==> config.mk <==
export PLATFORM = sky130hd
export DESIGN_NAME = fetch_sequencer_flat
export DESIGN_NICKNAME = d
export VERILOG_FILES = /design/src/rtl/fetch_sequencer_if.sv /design/src/rtl/fetch_sequencer.sv /design/src/flat_wrapper.sv
export SDC_FILE = /design/constraint.sdc
export NUM_CORES = 1
export LEC_CHECK = 0
export BUFFER_PORTS_ARGS = -buffer_cell sky130_fd_sc_hd__buf_4
export CORE_MARGIN = 1.5
export CORE_UTILIZATION = 46
export CTS_CLUSTER_DIAMETER = 30
export CTS_CLUSTER_SIZE = 24
export DETAILED_ROUTE_END_ITERATION = 16
export PLACE_DENSITY = 0.85
export SLEW_MARGIN = 10
export SYNTH_ARGS = -nofsm -noshare
export SYNTH_HDL_FRONTEND = slang
export SYNTH_SLANG_ARGS = --single-unit
==> constraint.sdc <==
create_clock -name Clock -period 2.3 [get_ports Clock]
set_clock_uncertainty 0.05 [all_clocks]
set_input_delay 0.23 -clock Clock [delete_from_list [all_inputs] [get_ports Clock]]
set_output_delay 0.23 -clock Clock [all_outputs]
set_load 0.005 [all_outputs]
==> src/rtl/fetch_sequencer_if.sv <==
// Fetch sequencer bus: redirect/stall controls in, instruction memory port and decode stage out.
// The master side is the sequencer; the slave side is the branch unit, memory and decode.
`timescale 1ns/1ps
interface fetch_sequencer_if;
   logic        branch;
   logic        bypass;
   logic        flush;
   logic        hold;
   logic [31:0] PCnext;
   logic [31:0] PCcurrent;
   logic        imem_en;
   logic [31:0] imem_addr;
   logic [31:0] imem_rdata;
   logic [31:0] PCIF;
   logic        validIF;
   logic [31:0] instrDEC;
   logic [31:0] PCDEC;
   logic        validDEC;
   logic        misaligned;

   modport master (
      input  branch, bypass, flush, hold, PCnext, PCcurrent, imem_rdata,
      output imem_en, imem_addr, PCIF, validIF, instrDEC, PCDEC, validDEC, misaligned
   );

   modport slave (
      output branch, bypass, flush, hold, PCnext, PCcurrent, imem_rdata,
      input  imem_en, imem_addr, PCIF, validIF, instrDEC, PCDEC, validDEC, misaligned
   );
endinterface

==> src/rtl/fetch_sequencer.sv <==
// PC generator plus IF/DEC register; address reaches DEC 2 cycles later, a redirect costs 2 bubbles.
// hold freezes PC, IF and DEC and re-fetches the IF word; redirect and flush override hold.
`timescale 1ns/1ps
module fetch_sequencer #(
   parameter logic [31:0] RESET_PC  = 32'h0000_0000,
   parameter logic [31:0] NOP_INSTR = 32'h0000_0013
) (
   input  logic               Clock,
   input  logic               Reset,
   fetch_sequencer_if.master  bus
);

   logic [31:0] pc_q, pc_d;
   logic [31:0] pcif_q, pcif_d;
   logic        validif_q, validif_d;
   logic [31:0] instr_dec_q, instr_dec_d;
   logic [31:0] pc_dec_q, pc_dec_d;
   logic        valid_dec_q, valid_dec_d;
   logic        misaligned_q, misaligned_d;

   logic        redirect;
   logic        stall;
   logic [31:0] target_raw;
   logic [31:0] fetch_addr;

   always_comb begin
      redirect   = bus.bypass | bus.branch;
      stall      = bus.hold & ~redirect & ~bus.flush;
      target_raw = bus.bypass ? {bus.PCnext[31:1], 1'b0} : (bus.PCcurrent + bus.PCnext);
      // During a stall the word already in IF is fetched again so it is still on rdata at release.
      fetch_addr = stall ? pcif_q : pc_q;
   end

   always_comb begin
      pc_d         = pc_q + 32'd4;
      pcif_d       = fetch_addr;
      validif_d    = 1'b1;
      instr_dec_d  = validif_q ? bus.imem_rdata : NOP_INSTR;
      pc_dec_d     = validif_q ? pcif_q : 32'd0;
      valid_dec_d  = validif_q;
      misaligned_d = 1'b0;

      if (redirect) begin
         pc_d         = {target_raw[31:2], 2'b00};
         validif_d    = 1'b0;
         instr_dec_d  = NOP_INSTR;
         pc_dec_d     = 32'd0;
         valid_dec_d  = 1'b0;
         misaligned_d = target_raw[1];
      end else if (bus.flush) begin
         instr_dec_d  = NOP_INSTR;
         pc_dec_d     = 32'd0;
         valid_dec_d  = 1'b0;
      end else if (bus.hold) begin
         pc_d         = pc_q;
         validif_d    = validif_q;
         instr_dec_d  = instr_dec_q;
         pc_dec_d     = pc_dec_q;
         valid_dec_d  = valid_dec_q;
      end
   end

   always_ff @(posedge Clock) begin
      if (Reset) begin
         pc_q         <= RESET_PC;
         pcif_q       <= 32'd0;
         validif_q    <= 1'b0;
         instr_dec_q  <= NOP_INSTR;
         pc_dec_q     <= 32'd0;
         valid_dec_q  <= 1'b0;
         misaligned_q <= 1'b0;
      end else begin
         pc_q         <= pc_d;
         pcif_q       <= pcif_d;
         validif_q    <= validif_d;
         instr_dec_q  <= instr_dec_d;
         pc_dec_q     <= pc_dec_d;
         valid_dec_q  <= valid_dec_d;
         misaligned_q <= misaligned_d;
      end
   end

   assign bus.imem_en    = ~Reset;
   assign bus.imem_addr  = fetch_addr;
   assign bus.PCIF       = pcif_q;
   assign bus.validIF    = validif_q;
   assign bus.instrDEC   = instr_dec_q;
   assign bus.PCDEC      = pc_dec_q;
   assign bus.validDEC   = valid_dec_q;
   assign bus.misaligned = misaligned_q;

endmodule

==> src/flat_wrapper.sv <==
// flat-port wrapper written by rule: the top's interface ports become plain ports
module fetch_sequencer_flat 
#(
   parameter logic [31:0] RESET_PC  = 32'h0000_0000,
   parameter logic [31:0] NOP_INSTR = 32'h0000_0013
)
  (Clock, Reset, bus_branch, bus_bypass, bus_flush, bus_hold, bus_PCnext, bus_PCcurrent, bus_imem_rdata, bus_imem_en, bus_imem_addr, bus_PCIF, bus_validIF, bus_instrDEC, bus_PCDEC, bus_validDEC, bus_misaligned);
  fetch_sequencer_if bus_i ();
  input  logic Clock;
  input  logic Reset;
  input wire logic [$bits(bus_i.branch)-1:0] bus_branch;
  input wire logic [$bits(bus_i.bypass)-1:0] bus_bypass;
  input wire logic [$bits(bus_i.flush)-1:0] bus_flush;
  input wire logic [$bits(bus_i.hold)-1:0] bus_hold;
  input wire logic [$bits(bus_i.PCnext)-1:0] bus_PCnext;
  input wire logic [$bits(bus_i.PCcurrent)-1:0] bus_PCcurrent;
  input wire logic [$bits(bus_i.imem_rdata)-1:0] bus_imem_rdata;
  output wire logic [$bits(bus_i.imem_en)-1:0] bus_imem_en;
  output wire logic [$bits(bus_i.imem_addr)-1:0] bus_imem_addr;
  output wire logic [$bits(bus_i.PCIF)-1:0] bus_PCIF;
  output wire logic [$bits(bus_i.validIF)-1:0] bus_validIF;
  output wire logic [$bits(bus_i.instrDEC)-1:0] bus_instrDEC;
  output wire logic [$bits(bus_i.PCDEC)-1:0] bus_PCDEC;
  output wire logic [$bits(bus_i.validDEC)-1:0] bus_validDEC;
  output wire logic [$bits(bus_i.misaligned)-1:0] bus_misaligned;
  assign bus_i.branch = bus_branch;
  assign bus_i.bypass = bus_bypass;
  assign bus_i.flush = bus_flush;
  assign bus_i.hold = bus_hold;
  assign bus_i.PCnext = bus_PCnext;
  assign bus_i.PCcurrent = bus_PCcurrent;
  assign bus_i.imem_rdata = bus_imem_rdata;
  assign bus_imem_en = bus_i.imem_en;
  assign bus_imem_addr = bus_i.imem_addr;
  assign bus_PCIF = bus_i.PCIF;
  assign bus_validIF = bus_i.validIF;
  assign bus_instrDEC = bus_i.instrDEC;
  assign bus_PCDEC = bus_i.PCDEC;
  assign bus_validDEC = bus_i.validDEC;
  assign bus_misaligned = bus_i.misaligned;
  fetch_sequencer #(.RESET_PC(RESET_PC), .NOP_INSTR(NOP_INSTR)) u_core (.Clock(Clock), .Reset(Reset), .bus(bus_i));
endmodule
# After elaboration in Yosys (flattened, before gate mapping)
# Index checks and enable logic that the tools add are counted.
# word_totals
regBits	131
inputBits	102
output_inout_bits	132
word_cells	30
# classes
n_addsub	2
n_eq_ne	2
mux	9
bitwise_logic	6
n_reduce_logical	3
# ops
op	count
$mux W32	7
$add A32 B3 Y32 const B	1
$add A32 B32 Y32	1
$reduce_or A2 Y1	2
$ne A3 B2 Y1 const B	1
$not A1 Y1	3
$reduce_or A3 Y1	1
$and A1 B1 Y1	2
$mux W1	2
$ne A2 B2 Y1 const B	1
$or A1 B1 Y1	1

# Logic depth before layout (Yosys ltp)
# Gate-level depths: netlist (run 1).
# logic_depth
ltp_word	5
mapped_depth	10
depth_no_buf	10

# Worst setup path after synthesis (run 1)
# No wires, ideal clock.
# synth_timing
path_type	input -> register
startpoint	in bus_PCcurrent[0]
endpoint	reg u_core.pc_q[22]
setup_ns	0.131
arrival_time_ns	2.330
required_ns	2.119
setup_slack_ns	-0.210
path_stages	10
path_buffers	0
path_cell_list	and2_1 -> fa_1 -> a211oi_1 -> o21ai_0 -> a211oi_1 -> o211ai_1 -> and2_1 -> a31oi_1 -> xor2_1 -> o22ai_1
# synth_between
elab_chain_len	3
# synth_rtl
item	line_no	source
start: declaration	flat_wrapper.sv:16	input wire logic [$bits(bus_i.PCcurrent)-1:0] bus_PCcurrent;
$add A32 B32 Y32	fetch_sequencer.sv:29	target_raw = bus.bypass ? {bus.PCnext[31:1], 1'b0} : (bus.PCcurrent + bus.PCnext);
$mux W32	fetch_sequencer.sv:29	
$mux W32	fetch_sequencer.sv:43	if (redirect) begin
end signal: assignment	fetch_sequencer.sv:73	pc_q <= pc_d;
end: declaration	fetch_sequencer.sv:13	logic [31:0] pc_q, pc_d;
# Every way passes these cells.
# A chain may end at the register's enable or synchronous reset.

# Worst setup path after layout (run 1)
# layout_timing
startpoint	in bus_PCnext[10]
endpoint	reg u_core.pc_q[31]
# layout_between
elab_chain_len	3
# layout_rtl
item	line_no	source
start: declaration	flat_wrapper.sv:15	input wire logic [$bits(bus_i.PCnext)-1:0] bus_PCnext;
$add A32 B32 Y32	fetch_sequencer.sv:29	
$mux W32	fetch_sequencer.sv:29	
$mux W32	fetch_sequencer.sv:43	
# Every way passes these cells.

==> summary.txt, run 1 <==
Die area = 15,900 um2
HPWL after detailed placement = 17.1 mm
Antenna violations before repair = 0
Critical R2R Launch = u_core.pc_q[3]
WS Path Type = in -> reg
Async set-reset flop share out of synthesis = 0%
R2r setup slk = 160 ps
Dpl ws = -304 ps
Routability cong. = 0.887
Seq/Total Area, Yosys = 36.9%
Family with the most delay on the worst path = compound AO/OA/AOI/OAI gates
Largest net degree at the start of global routing = 63
Peak fanout along the critical path = 4
Clk sinks = 129
Syn nets = 1,015
TritonRoute pass-1 iters = 6
Fraction of layout instances using a drive strength above 1 = 31.0%
Chip height = 126 um
H-Tree Depth = 4
Crit end category = register
Commonest cells after routing, fill and taps aside = buf_4 (306), dfxtp_1 (125), nand2_1 (110)
Vias in the first global route = 7,369
Maximum buffer depth of the clock tree = 2
Synthesis-to-layout area growth = 45.3%
Initial Util = 47.5%
Most used DFF post-synth = dfxtp_1
Power per Cell Area = 642 nW/um2
I/O Pins = 234
Clk root buf = clkbuf_16
Clock Pin Slew Worst Setup and Hold Paths = 60 ps
Max Slew Vio Count = 0
Fillers = 1,166
Commonest non-fill, non-tap cell in the layout = buf_4
CP Data Required Time = 2540 ps
Synth unique cells = 55
Final ANT Viol Nets = 0
Number of diodes = 0
Syn Area/Cell = 7.93 um2
# DRC = 0
Bufs and invs on worst path = 3
Final setup fails = 0
Status = completed
Min Tclk post-route = 2210 ps
Wire length per cell = 17.4 um
Setup ws final = 92.6 ps
Global-route usage over all layers = 29.5%
Slowest cell on crit path = ha_1
RSZ-0062 raised after global routing = false
Post-synth EDFFs = 0
Top cell by count, worst path = buf_4
Total gr overflow = 0
Core Util, Final = 69.1%
Synth area leader = dfxtp_1
Layout Cells excl Fill = 1,363
Startpoint Class = input port
Critical path arrival = 2450 ps
Drt via density = 5.71
Fin. Hold Viols = 0
Post-synthesis cell count = 881
CP peak stage delay = 320 ps
Placed Cells = 1,308
Static Leak = 4.47 nW
Die W = 126 um
Synth top area share = 36.9%
Synth Register Bits = 129
Num CTS Buffers = 17
Hold Path Class = in -> reg
Worst rel slew slack = 50.6%
Clock Latency Late Sink = 420 ps
Hold Crit Start = bus_imem_rdata[24]
Syn. warnings = 0
Core ar. = 14,700 um2
First-pass GRT wire length = 38.0 mm
DRT iter0 DRCs = 767
Start point of the critical path = bus_PCnext[10]
Setup TNS = 0 ps
CTS tree = done
Row cnt = 44
Number of port buffers = 233
Final nets = 1,301
Peak supply drop = 0.391 mV
Vias = 7,786
Max Clk Rate = 0.453 GHz
Cell Chain, Critical Path = buf_4 -> ha_1 -> nand3_1 -> buf_4 -> nor3_1 -> a211oi_2 -> buf_4 -> o21ai_0 -> a21oi_1 -> o221ai_1 -> mux2i_1 -> a211oi_2
Mapped Area = 6990 um2
Final Cycle Share = 96.0%
MaxCap Viol Count = 0
Final WL = 23.7 mm
Top cells by area, synth = dfxtp_1 (37%), a22oi_1 (6.9%), a21oi_1 (6.0%), nand2_1 (5.9%), nor2_1 (5.8%)
Actual slew at the worst max-slew pin = 738 ps
[synth_stat cells, types with 15 or more instances]
cell type and instances:
a211oi_1 15, a21o_1 17, a21oi_1 84, a22oi_1 64
clkbuf_1 48, dfxtp_1 129, ha_1 31, inv_1 16
nand2_1 110, nand3_1 22, nand4_1 16, nor2_1 108
nor3_1 25, o21ai_0 36, xnor2_1 29, xor2_1 20
[power by group]
group | leakage (nW) | switching (mW) | internal [mW]
registers | 1.05 | 0.0934 | 2.32
logic | 3.13 | 0.676 | 0.675
clock network | 0.288 | 1.03 | 1.73
total | 4.47 | 1.80 | 4.72
[path summary, 6_finish.rpt]
kind                             end  cells after the start
max reg2reg          u_core.pc_q[31]                      9
min reg2reg       u_core.bus.PCIF[3]                      2
max                  u_core.pc_q[31]                     12
min          u_core.bus.instrDEC[24]                      3
[cell type report]
cell class                      count  area [um2]  area share [%]
Multi-Input combinational cell    673        4110            40.5
Sequential cell                   129        2590            25.5
Clock buffer                       18         439            4.32
Inverter                           16        60.1           0.591
Timing Repair Buffer              330        2570            25.3
Tap cell                          184         230            2.27
Clock inverter                     13         163            1.60
[what timing repair did]
action                                  in CTS  in global routing
hold buffers                                21                  0
resized for setup                            0                  9
buffers inserted                             0                  3
hold endpoints to repair                    21                  0
endpoints found under the setup margin       0                 11
[per-stage QoR]
stage	cell area (um2)	hold slack (ps)	power, mW
6_report	10200	17.4	6.52
5_1_grt	10200	15.9	6.77
4_1_cts	10100	1.69	6.50
3_5_place_dp	9290	410	3.75
3_3_place_gp	9290	406	3.73
2_1_floorplan	7000	305	3.14
[per-layer routing]
layer / global-route usage [%] / vias up / routed length [um]
li1: - / 3735 / -
met1: 38.0 / 3607 / 9930
met2: 49.7 / 394 / 11300
met3: 5.86 / 50 / 1930
met4: 10.1 / 0 / 566
met5: 0 / - / 0
[logic make-up (layout without fill, tap and decap cells)]
kind of cell,after synthesis,count (layout),share of synthesized area [%]
fa+ha+maj,32,32,5.84
xor+xnor,49,49,6.14
simple gates,318,318,20.5
mux,1,1,0.143
compound gates,273,273,25.5
flops,129,129,36.9
buf+inv,79,377,5.01
[sequential cells by signal, summed over array words and instances, names as in the netlist]
name,flops
u_core.bus.PCIF,32
u_core.bus.validIF,1
u_core.pc_q,30
u_core.bus.instrDEC,32
u_core.bus.validDEC,1
u_core.bus.PCDEC,32
u_core.bus.misaligned,1
[worst reg2reg max path, cell delays in order (launching register included)]
cell	delay (ps)
dfxtp_2	370
nand4_1	100
buf_4	170
nor4_4	360
nand4_2	170
nor2_2	160
xnor2_1	100
a221oi_2	270
a211oi_1	90
a211oi_2	210
Note: power is estimated with default switching activity, not from simulation.
==> run 2, diff against run 1 <==
--- a/config.mk
+++ b/config.mk
@@ -7,11 +7,11 @@
 export LEC_CHECK = 0
 export BUFFER_PORTS_ARGS = -buffer_cell sky130_fd_sc_hd__buf_4
 export CORE_MARGIN = 1.5
-export CORE_UTILIZATION = 46
+export CORE_UTILIZATION = 51
 export CTS_CLUSTER_DIAMETER = 30
 export CTS_CLUSTER_SIZE = 24
 export DETAILED_ROUTE_END_ITERATION = 16
-export PLACE_DENSITY = 0.85
+export PLACE_DENSITY = 0.89
 export SLEW_MARGIN = 10
 export SYNTH_ARGS = -nofsm -noshare
 export SYNTH_HDL_FRONTEND = slang
==> constraint.sdc (replaced) <==
create_clock -name Clock -period 2.42 [get_ports Clock]
set_clock_uncertainty 0.05 [all_clocks]
set_input_delay 0.242 -clock Clock [delete_from_list [all_inputs] [get_ports Clock]]
set_output_delay 0.242 -clock Clock [all_outputs]
set_load 0.005 [all_outputs]
==> summary.txt, run 2 (synthesis results as in run 1) <==
Peak supply drop = 0.473 mV (+21%)
Number of diodes = 0 (unchanged)
Core Util, Final = 73.9% (+4.8 points)
Setup ws final = 175 ps (+82.5 ps)
Top Layer Used = met4
Clock Latency Late Sink = 410 ps (about the same)
Final WL = 22.7 mm (-4.5%)
Final Cell Area = 9830 um2 (-3.2%)
Dpl ws = -311 ps (-6.56 ps)
Clock Pin Slew Worst Setup and Hold Paths = 60 ps (about the same)
Clk root buf = clkbuf_16
RSZ-0062 raised after global routing = false
Die area = 14,400 um2 (-9.6%)
Max Slew Vio Count = 0 (unchanged)
Power per Cell Area = 615 nW/um2 (-4.3%)
HPWL after detailed placement = 17.0 mm (-0.42%)
Hold Path Stages = 3 (unchanged)
Final ANT Viol Nets = 0 (unchanged)
CTS tree = done
DR WL met2 = 10.6 mm (-6.6%)
Final setup fails = 0 (unchanged)
Reg-to-reg endpoint = u_core.pc_q[31]
Maximum buffer depth of the clock tree = 2 (unchanged)
Vias = 7,704 (-1.1%)
Fin. Hold Viols = 0 (unchanged)
Antenna violations before repair = 0 (unchanged)
Crit end category = register
Actual slew at the worst max-slew pin = 805 ps (+67.3 ps)
Wire length on met1 = 9.31 mm (-6.2%)
DRT iter0 DRCs = 722 (-5.9%)
Global-route usage over all layers = 30.6% (+1.0 points)
Instance area after placement = 9220 um2 (-0.78%)
# DRC = 0 (unchanged)
Peak fanout along the critical path = 6 (+2)
Hold Path End = u_core.bus.instrDEC[10]
Drt via density = 5.79 (+1.3%)
Synthesis-to-layout area growth = 40.6%
H-Tree Depth = 4 (unchanged)
Reg2reg path depth = 8 (-1)
Commonest non-fill, non-tap cell in the layout = buf_4
Largest net degree at the start of global routing = 63 (unchanged)
Min Tclk post-route = 2240 ps
CP Data Required Time = 2710 ps (+170 ps)
Chip height = 120 um (-4.9%)
Num CTS Buffers = 17 (unchanged)
Total gr overflow = 0 (unchanged)
Row cnt = 42 (-4.5%)
I/O Pins = 234 (unchanged)
Commonest cells after routing, fill and taps aside = buf_4 (304), dfxtp_1 (129), nand2_1 (110)
Initial Util = 52.6% (+5.0 points)
Final nets = 1,276 (-1.9%)
Status = completed
Hold Crit Start = bus_imem_rdata[10]
Fraction of layout instances using a drive strength above 1 = 30.6% (-0.40 points)
TritonRoute pass-1 iters = 5 (-1)
R2r setup slk = 180 ps (+20 ps)
Startpoint Class = register
Static Leak = 4.33 nW (-3.1%)
Hold Path Class = in -> reg
Final Cycle Share = 92.8%
Clk sinks = 129 (unchanged)
Wire length per cell = 17.0 um (-2.2%)
Worst rel slew slack = 46.1% (-4.5 points)
Number of port buffers = 233 (unchanged)
Critical R2R Launch = u_core.pc_q[4]
WS Path Type = reg -> reg
Routability cong. = 0.894 (+0.86%)
Critical path arrival = 2530 ps (+80 ps)
Vias in the first global route = 7,139 (-3.1%)
Core ar. = 13,300 um2 (-9.6%)
First-pass GRT wire length = 35.3 mm (-7.1%)
Max Clk Rate = 0.445 GHz
Die W = 120 um (-4.9%)
MaxCap Viol Count = 0 (unchanged)
Routed wire length on met3 = 2.07 mm (+6.9%)
run 2: changes by cell type in the layout (fill, tap and decap cells not counted), sizes merged:
| cell | change |
|---|---|
| dlygate4sd3 | -20 |
| inv | +6 |
| buf | -5 |
| clkinv | -3 |
| bufinv | -2 |
run 2: what timing repair did:
item	4_1_cts	5_1_grt
resized for setup	0	2
setup buffers	0	1
endpoints found under the hold margin	1	0
hold buffers	1	0
setup endpoints to repair	0	3
run 2: how the worst max path moves through the flow:
stage,endpoint,slack (ps),from,depth (start not counted)
after floorplan,u_core.pc_q[22],50,bus_PCcurrent[0],10
after global placement,u_core.pc_q[22],-240,bus_PCcurrent[0],11
after detailed placement,u_core.pc_q[22],-310,bus_PCcurrent[0],11
after CTS,u_core.pc_q[22],120,bus_PCcurrent[0],11
after global routing,u_core.pc_q[24],10,bus_PCcurrent[0],12
final,u_core.pc_q[31],180,u_core.pc_q[4],8
run 2: report_power, final:
group | total (mW) | internal (mW) | switching [mW] | leakage, nW
Combinational | 1.24 | 0.609 | 0.630 | 3.00
Sequential | 2.29 | 2.20 | 0.0868 | 1.05
Clock | 2.52 | 1.47 | 1.04 | 0.278
Total | 6.04 | 4.28 | 1.76 | 4.33
run 2: per-layer routing:
layer / GRT usage, % / vias up
met4: 12.9 / 0
met5: 0 / -
li1: - / 3695
met2: 50.7 / 433
met1: 38.6 / 3519
met3: 6.04 / 57
run 2: through the flow:
step | TNS (ps) | hold slack, ps | power, mW | std cells
floorplan | 0 | 317 | 2.98 | 881
global placement | -2120 | 420 | 3.52 | 1297
detailed placement | -3560 | 432 | 3.54 | 1297
CTS | 0 | 1.14 | 6.04 | 1330
global route | 0 | 9.28 | 6.28 | 1331
finish | 0 | 8.86 | 6.04 | 1331
run 2: worst max-delay path, stage by stage, from the launching register on:
cell and delay (ps):
dfxtp_1 450, nand4_1 280, nor4_4 380, nand4_2 190
nor2_2 150, xnor2_1 110, a221oi_2 260, a211oi_1 80
a211oi_2 210
run 2: final cells by class:
cell class | instances | area, um2
clock inverter | 14 | 145
fill | 1015 | 3470
clock buffer | 18 | 439
multi-input combinational | 673 | 4090
inverter | 16 | 60.1
sequential | 129 | 2580
tap | 176 | 220
timing repair buffer | 305 | 2290
==> run 3, diff against run 2 <==
--- a/config.mk
+++ b/config.mk
@@ -12,6 +12,7 @@
 export CTS_CLUSTER_SIZE = 24
 export DETAILED_ROUTE_END_ITERATION = 16
 export PLACE_DENSITY = 0.89
+export SETUP_SLACK_MARGIN = 0.5
 export SLEW_MARGIN = 10
 export SYNTH_ARGS = -nofsm -noshare
 export SYNTH_HDL_FRONTEND = slang
==> summary.txt, run 3 (synthesis results as in run 1) <==
Clk sinks = 129 (unchanged)
Initial Util = 52.6% (unchanged)
Commonest cells after routing, fill and taps aside = buf_4 (291), dfxtp_1 (118), nand2_1 (107)
Final WL = 26.3 mm (+16%)
Antenna violations before repair = 0 (unchanged)
Instance area after placement = 9120 um2 (-1.0%)
RSZ-0062 raised after global routing = true
Wire length per cell = 19.7 um (+15%)
# DRC = 0 (unchanged)
Final Cycle Share = 92.2% (-0.53 points)
Routability cong. = 0.905 (+1.1%)
Max Clk Rate = 0.448 GHz (+0.57%)
Static Leak = 4.47 nW (+3.3%)
Power per Cell Area = 596 nW/um2 (-3.0%)
Final Cell Area = 10,500 um2 (+6.3%)
Final setup fails = 0 (unchanged)
Hold Path Class = in -> reg
Placed Cells = 1,277 (-1.5%)
DRT iter0 DRCs = 902 (+25%)
Fraction of layout instances using a drive strength above 1 = 36.9% (+6.3 points)
Final ANT Viol Nets = 0 (unchanged)
First-pass GRT wire length = 38.4 mm (+8.9%)
Chip height = 120 um (unchanged)
TritonRoute pass-1 iters = 5 (unchanged)
Crit end category = register
Peak supply drop = 0.508 mV (+7.4%)
CTS tree = done
Core ar. = 13,300 um2 (unchanged)
Global-route usage over all layers = 33.6% (+3.0 points)
Peak fanout along the critical path = 4 (-2)
Die W = 120 um (unchanged)
Total gr overflow = 0 (unchanged)
Die area = 14,400 um2 (unchanged)
Actual slew at the worst max-slew pin = 788 ps (-17.7 ps)
Total Power = 6.23 mW (+3.1%)
Maximum buffer depth of the clock tree = 2 (unchanged)
MaxCap Viol Count = 0 (unchanged)
H-Tree Depth = 4 (unchanged)
Critical path arrival = 2480 ps (-50 ps)
Min Tclk post-route = 2230 ps (-12.8 ps)
WS Path Type = reg -> reg
Status = completed
CP Data Required Time = 2670 ps (-40 ps)
Num CTS Buffers = 17 (unchanged)
Fin. Hold Viols = 0 (unchanged)
Clk root buf = clkbuf_16
Number of port buffers = 233 (unchanged)
Vias = 8,212 (+6.6%)
Startpoint Class = register
Drt via density = 6.14 (+6.1%)
Clock Pin Slew Worst Setup and Hold Paths = 60 ps (about the same)
Row cnt = 42 (unchanged)
Final nets = 1,282 (+0.47%)
Layout Cells excl Fill = 1,337 (+0.45%)
HPWL after detailed placement = 16.7 mm (-1.8%)
I/O Pins = 234 (unchanged)
Largest net degree at the start of global routing = 64 (+1.6%)
Commonest non-fill, non-tap cell in the layout = buf_4
Clock Latency Late Sink = 420 ps (about the same)
Max Slew Vio Count = 0 (unchanged)
Worst rel slew slack = 47.3% (+1.2 points)
Vias in the first global route = 7,502 (+5.1%)
Number of diodes = 0 (unchanged)
Synthesis-to-layout area growth = 49.5%
-- run 3: cell type report --
type,instances,area [um2]
multi-input cells,673,4560
fillers,853,2840
inverters,16,60.1
flip-flops and latches,129,2610
clock inverters,14,145
clock buffers,18,429
well taps,176,220
repair buffers,311,2430
-- run 3: what timing repair did --
item,in CTS,in global routing
endpoints found under the hold margin,4,1
pin swaps,41,51
setup endpoints to repair,49,27
buffers inserted,13,10
resized for setup,60,51
hold buffers,4,1
-- run 3: through the flow --
| stage | worst slack (ps) | utilization, % | setup TNS, ps | hold slack (ps) |
|---|---|---|---|---|
| 2_1_floorplan | 179 | - | 0 | 317 |
| 3_3_place_gp | -82.3 | 68.6 | -468 | 419 |
| 3_5_place_dp | -121 | 68.6 | -1200 | 424 |
| 4_1_cts | 378 | 76.0 | 0 | 0.494 |
| 5_1_grt | 150 | 78.6 | 0 | 8.15 |
| 6_report | 188 | 78.6 | 0 | 10.8 |
-- run 3: where the power goes --
group          internal, mW  switching (mW)  total [mW]
logic                 0.688           0.759        1.45
registers              2.20          0.0910        2.30
clock network          1.45            1.04        2.49
total                  4.34            1.89        6.23
-- run 3: worst paths after layout --
check,from,end,slack (ps),depth (start not counted)
worst min register to register,u_core.bus.instrDEC[1],u_core.bus.instrDEC[1],440,2
worst min-delay path,bus_imem_rdata[15],u_core.bus.instrDEC[15],10,3
worst max register to register,u_core.pc_q[3],u_core.pc_q[20],190,10
worst max-delay path,u_core.pc_q[3],u_core.pc_q[20],190,10
-- run 3: layer usage --
layer | up-vias | track usage (%) | part of all wire [%]
met2 | 591 | 56.2 | 47
met4 | 0 | 14.4 | 4.6
met3 | 128 | 7.13 | 11
met1 | 3793 | 41.7 | 38
met5 | - | 0 | 0
li1 | 3700 | - | -
-- run 3: worst max-delay path: stages, from the launching register on --
cell      delay [ps]
dfxtp_4          370
buf_4            110
ha_4             140
nand3_1          160
nor3_2           240
and3_4           280
nand2_1          110
nor2_1           130
xnor2_1          150
o22ai_1           90
a211oi_1         280
